$ cat src/rtl/uart_pkg.sv
// rtl/uart_pkg.sv - shared types and helpers for the UART receive path
package uart_pkg;

    typedef enum logic [2:0] {
        IDLE,
        START,
        DATA,
        STOP,
        WAIT_IDLE
    } rx_state_t;

    function automatic int clks_per_bit(input int clk_hz, input int baud);
        return clk_hz / baud;
    endfunction

endpackage

$ cat src/rtl/sync_fifo.sv
// rtl/sync_fifo.sv - first-word fall-through synchronous FIFO with drop indication
module sync_fifo #(
    parameter int Width     = 8,
    parameter int DepthLog2 = 4
) (
    input  logic             clk,
    input  logic             reset,
    input  logic             push,
    input  logic [Width-1:0] push_data,
    input  logic             pop,
    output logic [Width-1:0] pop_data,
    output logic             empty,
    output logic             full,
    output logic             drop
);

    localparam int Depth = 1 << DepthLog2;

    logic [Width-1:0]     mem [Depth];
    logic [DepthLog2-1:0] wr_ptr;
    logic [DepthLog2-1:0] rd_ptr;
    logic [DepthLog2:0]   count;
    logic                 do_push;
    logic                 do_pop;

    assign empty = (count == '0);
    assign full  = (count == (DepthLog2 + 1)'(Depth));

    // A pop from a full FIFO frees the slot the simultaneous push lands in.
    assign do_pop  = pop & ~empty;
    assign do_push = push & (~full | do_pop);
    assign drop    = push & full & ~do_pop;

    assign pop_data = empty ? '0 : mem[rd_ptr];

    always_ff @(posedge clk) begin
        if (reset) begin
            wr_ptr <= '0;
            rd_ptr <= '0;
            count  <= '0;
        end else begin
            if (do_push) begin
                wr_ptr <= wr_ptr + DepthLog2'(1);
            end
            if (do_pop) begin
                rd_ptr <= rd_ptr + DepthLog2'(1);
            end
            case ({do_push, do_pop})
                2'b10:   count <= count + (DepthLog2 + 1)'(1);
                2'b01:   count <= count - (DepthLog2 + 1)'(1);
                default: count <= count;
            endcase
        end
    end

    always_ff @(posedge clk) begin
        if (do_push) begin
            mem[wr_ptr] <= push_data;
        end
    end

endmodule

$ cat src/rtl/uart_rx_fifo.sv
// rtl/uart_rx_fifo.sv - 8N1 UART receiver feeding a byte FIFO with sticky error flags
module uart_rx_fifo
    import uart_pkg::*;
#(
    parameter int FPGAClkSpeed  = 50000000,
    parameter int BaudRate6502  = 230400,
    parameter int FifoDepthLog2 = 4
) (
    input  logic       clk_i,
    input  logic       reset_i,
    input  logic       uart_rx_i,
    input  logic       rd_en_i,
    output logic [7:0] rd_data_o,
    output logic       empty_o,
    output logic       full_o,
    input  logic       clr_flags_i,
    output logic       overflow_o,
    output logic       frame_err_o
);

    localparam int ClksPerBit = clks_per_bit(FPGAClkSpeed, BaudRate6502);
    localparam int HalfBit    = ClksPerBit / 2;
    localparam int CntW       = $clog2(ClksPerBit) + 1;

    localparam logic [CntW-1:0] BitEnd  = CntW'(ClksPerBit - 1);
    localparam logic [CntW-1:0] HalfEnd = CntW'(HalfBit - 1);

    logic            sync_1;
    logic            line_s;
    logic [1:0]      settle;
    logic            armed;

    rx_state_t       state;
    rx_state_t       state_next;
    logic [CntW-1:0] cnt;
    logic [2:0]      bit_idx;
    logic [7:0]      shreg;
    logic            push_r;

    logic            half_tick;
    logic            bit_tick;
    logic            cnt_clr;
    logic            shift_en;
    logic            stop_ok;
    logic            stop_bad;
    logic            fifo_drop;

    // The line only counts as idle once the synchronizer has refilled with real
    // samples after reset; a line still low from an abandoned frame never arms.
    always_ff @(posedge clk_i) begin
        if (reset_i) begin
            sync_1 <= 1'b1;
            line_s <= 1'b1;
            settle <= 2'b00;
            armed  <= 1'b0;
        end else begin
            sync_1 <= uart_rx_i;
            line_s <= sync_1;
            settle <= {settle[0], 1'b1};
            armed  <= armed | (settle[1] & line_s);
        end
    end

    assign half_tick = (cnt == HalfEnd);
    assign bit_tick  = (cnt == BitEnd);

    always_ff @(posedge clk_i) begin
        if (reset_i) begin
            state <= IDLE;
        end else begin
            state <= state_next;
        end
    end

    always_comb begin
        state_next = state;
        case (state)
            IDLE: begin
                if (armed && !line_s) begin
                    state_next = START;
                end
            end
            START: begin
                if (half_tick) begin
                    state_next = line_s ? IDLE : DATA;
                end
            end
            DATA: begin
                if (bit_tick && bit_idx == 3'd7) begin
                    state_next = STOP;
                end
            end
            STOP: begin
                if (bit_tick) begin
                    state_next = line_s ? IDLE : WAIT_IDLE;
                end
            end
            WAIT_IDLE: begin
                if (line_s) begin
                    state_next = IDLE;
                end
            end
            default: state_next = IDLE;
        endcase
    end

    always_comb begin
        cnt_clr  = 1'b0;
        shift_en = 1'b0;
        stop_ok  = 1'b0;
        stop_bad = 1'b0;
        case (state)
            IDLE:      cnt_clr = 1'b1;
            START:     cnt_clr = half_tick;
            DATA: begin
                cnt_clr  = bit_tick;
                shift_en = bit_tick;
            end
            STOP: begin
                cnt_clr  = bit_tick;
                stop_ok  = bit_tick & line_s;
                stop_bad = bit_tick & ~line_s;
            end
            WAIT_IDLE: cnt_clr = 1'b1;
            default:   cnt_clr = 1'b1;
        endcase
    end

    always_ff @(posedge clk_i) begin
        if (reset_i) begin
            cnt     <= '0;
            bit_idx <= '0;
            shreg   <= '0;
            push_r  <= 1'b0;
        end else begin
            cnt    <= cnt_clr ? '0 : cnt + CntW'(1);
            push_r <= stop_ok;
            if (state == START) begin
                bit_idx <= '0;
            end
            if (shift_en) begin
                shreg   <= {line_s, shreg[7:1]};
                bit_idx <= bit_idx + 3'd1;
            end
        end
    end

    sync_fifo #(
        .Width    (8),
        .DepthLog2(FifoDepthLog2)
    ) u_fifo (
        .clk      (clk_i),
        .reset    (reset_i),
        .push     (push_r),
        .push_data(shreg),
        .pop      (rd_en_i),
        .pop_data (rd_data_o),
        .empty    (empty_o),
        .full     (full_o),
        .drop     (fifo_drop)
    );

    // Set events take priority over a same-cycle clear.
    always_ff @(posedge clk_i) begin
        if (reset_i) begin
            overflow_o  <= 1'b0;
            frame_err_o <= 1'b0;
        end else begin
            if (fifo_drop) begin
                overflow_o <= 1'b1;
            end else if (clr_flags_i) begin
                overflow_o <= 1'b0;
            end
            if (stop_bad) begin
                frame_err_o <= 1'b1;
            end else if (clr_flags_i) begin
                frame_err_o <= 1'b0;
            end
        end
    end

endmodule

$ cat config.mk
export PLATFORM = sky130hd
export DESIGN_NAME = uart_rx_fifo
export DESIGN_NICKNAME = d
export VERILOG_FILES = /design/src/rtl/uart_pkg.sv /design/src/rtl/sync_fifo.sv /design/src/rtl/uart_rx_fifo.sv
export SDC_FILE = /design/constraint.sdc
export NUM_CORES = 1
export LEC_CHECK = 0
export CAP_MARGIN = 20
export CORE_MARGIN = 4
export CORE_UTILIZATION = 61
export CTS_CLUSTER_SIZE = 24
export DETAILED_ROUTE_END_ITERATION = 16
export PLACE_DENSITY = 0.82
export SLEW_MARGIN = 20
export SYNTH_ARGS = -nofsm -noshare
export SYNTH_HDL_FRONTEND = slang
export SYNTH_SLANG_ARGS = --single-unit
$ cat constraint.sdc
create_clock -name clk_i -period 3.45 [get_ports clk_i]
set_input_delay 0.5175 -clock clk_i [delete_from_list [all_inputs] [get_ports clk_i]]
set_output_delay 0.5175 -clock clk_i [all_outputs]
set_load 0.01 [all_outputs]
==> impl_metrics.csv <==
group,metric,value,unit
layout,drive_gt1_frac,0.176,
worst_setup_path,setup.reg_to_reg.worst_slack,0.38,ns
place,hpwlAfterDp,8.24,mm
detailed_routing,avgRoutedWirePerCell,20.8,um
global_routing,grt_busiest_layer,"met2",
worst_setup_path,crit_type,"reg -> out",
layout,post-route-util,0.709,
layout,area_grow_syn2layout,13.2,%
cts,clock_path_buffers,2,
floorplan,ioPinCount,17,
worst_setup_path,reg2reg_to,"u_fifo.count[4]",
power,static-leakage-power,2.62,nW
timing,fin_worst_skew,0.00443,ns
yosys,synth_largest_area_cell,"sky130_fd_sc_hd__edfxtp_1",
timing,fmax,0.306,GHz
worst_setup_path,endpoint_kind,"output pin",
power,max-vdd-ir-drop,0.000391,V
yosys,yosysSeqAreaShare,0.666,
min_path,holdPathStages,1,
place,routabilityCongestion,0.834,
worst_setup_path,critical_path_required,2.93,ns
global_routing,wire_length_of_the_first_global_routing_pass,22.0,mm
worst_setup_path,ff2ff_path_depth,9,
worst_setup_path,critical_path.cell_chain,"mux4_2 -> nor2b_1 -> a211oi_1 -> a211oi_1 -> clkdlybuf4s50_1",
yosys,asyncSetResetFlopFracSynth,0,
yosys,synth_cell_type_count,56,
global_routing,initial_antenna_violation_count,0,
cts,clock_sinks,176,
layout,most_common_cell_after_layout_fill_and_taps_aside,"sky130_fd_sc_hd__edfxtp_1",
run,maximum_capacitance_violations,0,
min_path,worstHoldEndpoint,"line_s",
timing,timing.final.max_slew_violations,0,
global_routing,grt.overflow.total,0,
worst_setup_path,setup.worst_path.start_class,"register",
worst_setup_path,timing.critical_path.arrival,2.75,ns
layout,ff_latch_area,4810,um2
timing,period_minus_slack,3.26,ns
detailed_routing,vias_per_cell,6.13,
yosys,ys_seq_elements,176,
timing,final-hold-violation-count,0,
yosys,synth_cells,471,
cts,numCtsBuffers,17,
timing,fin_crit_share,0.946,
cts,cts_setup_buffers,0,
yosys,mappedNetlistArea,7210,um2
layout,fin_cells,648,
global_routing,use_met3,0.0591,
worst_setup_path,max_stage_delay_cell_worst_path,"sky130_fd_sc_hd__dfxtp_1",
yosys,synth_top_cell_area_share,0.533,
yosys,netlist_top_cells_area,"sky130_fd_sc_hd__edfxtp_1 (53%), sky130_fd_sc_hd__dfxtp_1 (13%), sky130_fd_sc_hd__mux4_2 (10%), sky130_fd_sc_hd__nor2_1 (2.6%), sky130_fd_sc_hd__mux2i_1 (2.5%)",
layout,layout.cells.most_common_list,"sky130_fd_sc_hd__edfxtp_1 (128), sky130_fd_sc_hd__nor2_1 (50), sky130_fd_sc_hd__dfxtp_1 (47)",
place,placedCellCount,616,
worst_setup_path,path_common_cell,"sky130_fd_sc_hd__a211oi_1",
layout,final_net_count,510,
layout,n_fill_cell,707,
detailed_routing,finalWirelength,13.5,mm
run_status,status,"complete, no violations",
cts,post_cts_resize_count,0,
timing,grt_setup_unrepaired,"no",
cts,cts-hold-fix-buffers,0,
global_routing,grt_start_max_net_pins,33,
cts,clock_transition_at_the_register_clock_pins_on_the_worst_setup_and_hold_paths_after_cts,0.06,ns
timing,tightestPinTransition,0.927,ns
worst_setup_path,cp_max_fo,14,
floorplan,placement_rows,39,
detailed_routing,detail_route.drc_violations,0,
timing,setup_violations,0,
floorplan,design.core.area,11500,um2
floorplan,dieWidth,117,um
worst_setup_path,worst-path-buf-inv,1,
yosys,ys.flop_type,"sky130_fd_sc_hd__edfxtp_1",
layout,multiInputGateArea,2230,um2
detailed_routing,first_iter_violations,370,
global_routing,grt_util_met1,0.308,
worst_setup_path,timing.rr.start,"u_fifo.count[1]",
global_routing,first_global_vias,4004,
floorplan,die_h,117,um
worst_setup_path,worst_path_dominant_cell_family,"flip-flops",
layout,antenna_cells_inserted,0,
power,power_density,572,nW/um2
timing,tns,0,ns
floorplan,design.die.area,13600,um2
yosys,mappedNetlistNets,489,
cts,cts_tree,"done",
detailed_routing,detailroute.via_count,3970,
cts,worst_skew_pair.late_latency,0.43,ns
global_routing,gr-usage-met2,0.344,
cts,cts_root_buffer,"sky130_fd_sc_hd__clkbuf_16",
cts,htree_num_levels,4,
floorplan,initial_core_utilization,0.626,
worst_setup_path,critical_path.max_stage_delay,0.77,ns
min_path,hold_path.startpoint,"sync_1",
yosys,yosys_warnings,0,
yosys,synth_area_per_inst,15.3,um2
yosys,synth-edff-count,128,
min_path,worstHoldPathType,"reg -> reg",
detailed_routing,detail-route-antenna-nets,0,
timing,timing.slew.headroom,0.377,
detailed_routing,drt_first_pass_iters,5,
global_routing,track_usage,0.223,
place,place.port_buffers,16,
[synthesized netlist by cell type (3+ instances only)]
library cell / number
sky130_fd_sc_hd__buf_1: 4
sky130_fd_sc_hd__nor2b_1: 9
sky130_fd_sc_hd__nand2b_1: 4
sky130_fd_sc_hd__clkbuf_1: 11
sky130_fd_sc_hd__edfxtp_1: 128
sky130_fd_sc_hd__dfxtp_1: 48
sky130_fd_sc_hd__nor2_1: 50
sky130_fd_sc_hd__nor3_1: 9
sky130_fd_sc_hd__a31oi_1: 3
sky130_fd_sc_hd__buf_2: 7
sky130_fd_sc_hd__xor2_1: 7
sky130_fd_sc_hd__nand3_1: 9
sky130_fd_sc_hd__ha_1: 13
sky130_fd_sc_hd__inv_1: 14
sky130_fd_sc_hd__nand2_1: 19
sky130_fd_sc_hd__o21ai_0: 6
sky130_fd_sc_hd__nand4_1: 3
sky130_fd_sc_hd__xnor2_1: 7
sky130_fd_sc_hd__mux2i_1: 18
sky130_fd_sc_hd__a21oi_1: 7
sky130_fd_sc_hd__mux4_2: 32
sky130_fd_sc_hd__nand4b_1: 3
sky130_fd_sc_hd__a211oi_1: 18
[power breakdown]
part           internal [mW]  total [mW]  switching, mW  leakage (nW)
logic                  0.175       0.367          0.192         0.732
registers               2.25        2.27         0.0217          1.57
clock network           1.23        2.03          0.804         0.311
total                   3.65        4.67           1.02          2.62
[flip-flops by register name (all words and copies together), names as in the netlist, named ones only]
register,count
u_fifo.mem,128
state,3
cnt,9
push_r,1
sync_1,1
overflow_o,1
u_fifo.count,5
u_fifo.rd_ptr,4
shreg,8
bit_idx,3
frame_err_o,1
u_fifo.wr_ptr,4
settle,2
line_s,1
armed,1
[routing by layer]
metal  wire (um)  vias up  share of wire
li1            -     1856              -
met1        5740     1954           0.42
met2        6640      141           0.49
met3         860       19          0.064
met4         258        0          0.019
met5           0        -              0
[kinds of logic after synthesis]
| group | count (synthesis) | synth area share |
|---|---|---|
| flops | 176 | 0.666 |
| simple gates | 122 | 0.0858 |
| compound gates | 54 | 0.0576 |
| mux | 51 | 0.126 |
| buf+inv | 41 | 0.0246 |
| xor+xnor | 14 | 0.0170 |
| fa+ha+maj | 13 | 0.0225 |
[worst register-to-register path, stage by stage (launching register included)]
cell	delay, ns
sky130_fd_sc_hd__dfxtp_1	0.37
sky130_fd_sc_hd__or4_1	0.69
sky130_fd_sc_hd__o21ai_2	0.30
sky130_fd_sc_hd__inv_1	0.11
sky130_fd_sc_hd__ha_1	0.33
sky130_fd_sc_hd__ha_1	0.25
sky130_fd_sc_hd__nand2b_1	0.19
sky130_fd_sc_hd__o31a_1	0.29
sky130_fd_sc_hd__a2111o_1	0.42
sky130_fd_sc_hd__nand4_1	0.07
[worst max-delay path by stage]
stage	slack, ns	end	cells after the start
2_1_floorplan	0.60	u_fifo.count[2]	12
3_3_place_gp	0.44	u_fifo.count[2]	10
3_5_place_dp	0.34	u_fifo.count[2]	10
4_1_cts	0.15	rd_data_o[3]	5
5_1_grt	0.07	rd_data_o[1]	5
6_report	0.19	rd_data_o[3]	5
[per-stage QoR]
stage               setup WS (ns)  hold WS [ns]  power (mW)  instance area, um2
floorplan                   0.600         0.389        2.53                7210
global placement            0.442         0.392        2.67                7530
detailed placement          0.341         0.395        2.68                7530
CTS                         0.147         0.411        4.71                8170
global route               0.0666         0.458        4.83                8170
finish                      0.187         0.411        4.67                8170
[area by class of cell]
cell class                      instances  share of cell area
Sequential cell                       176               0.589
Clock buffer                           18              0.0526
Timing Repair Buffer                   27              0.0313
Clock inverter                         14              0.0250
Inverter                               16             0.00736
Multi-Input combinational cell        254               0.273
Tap cell                              143              0.0219
(Power assumes the default switching activity.)
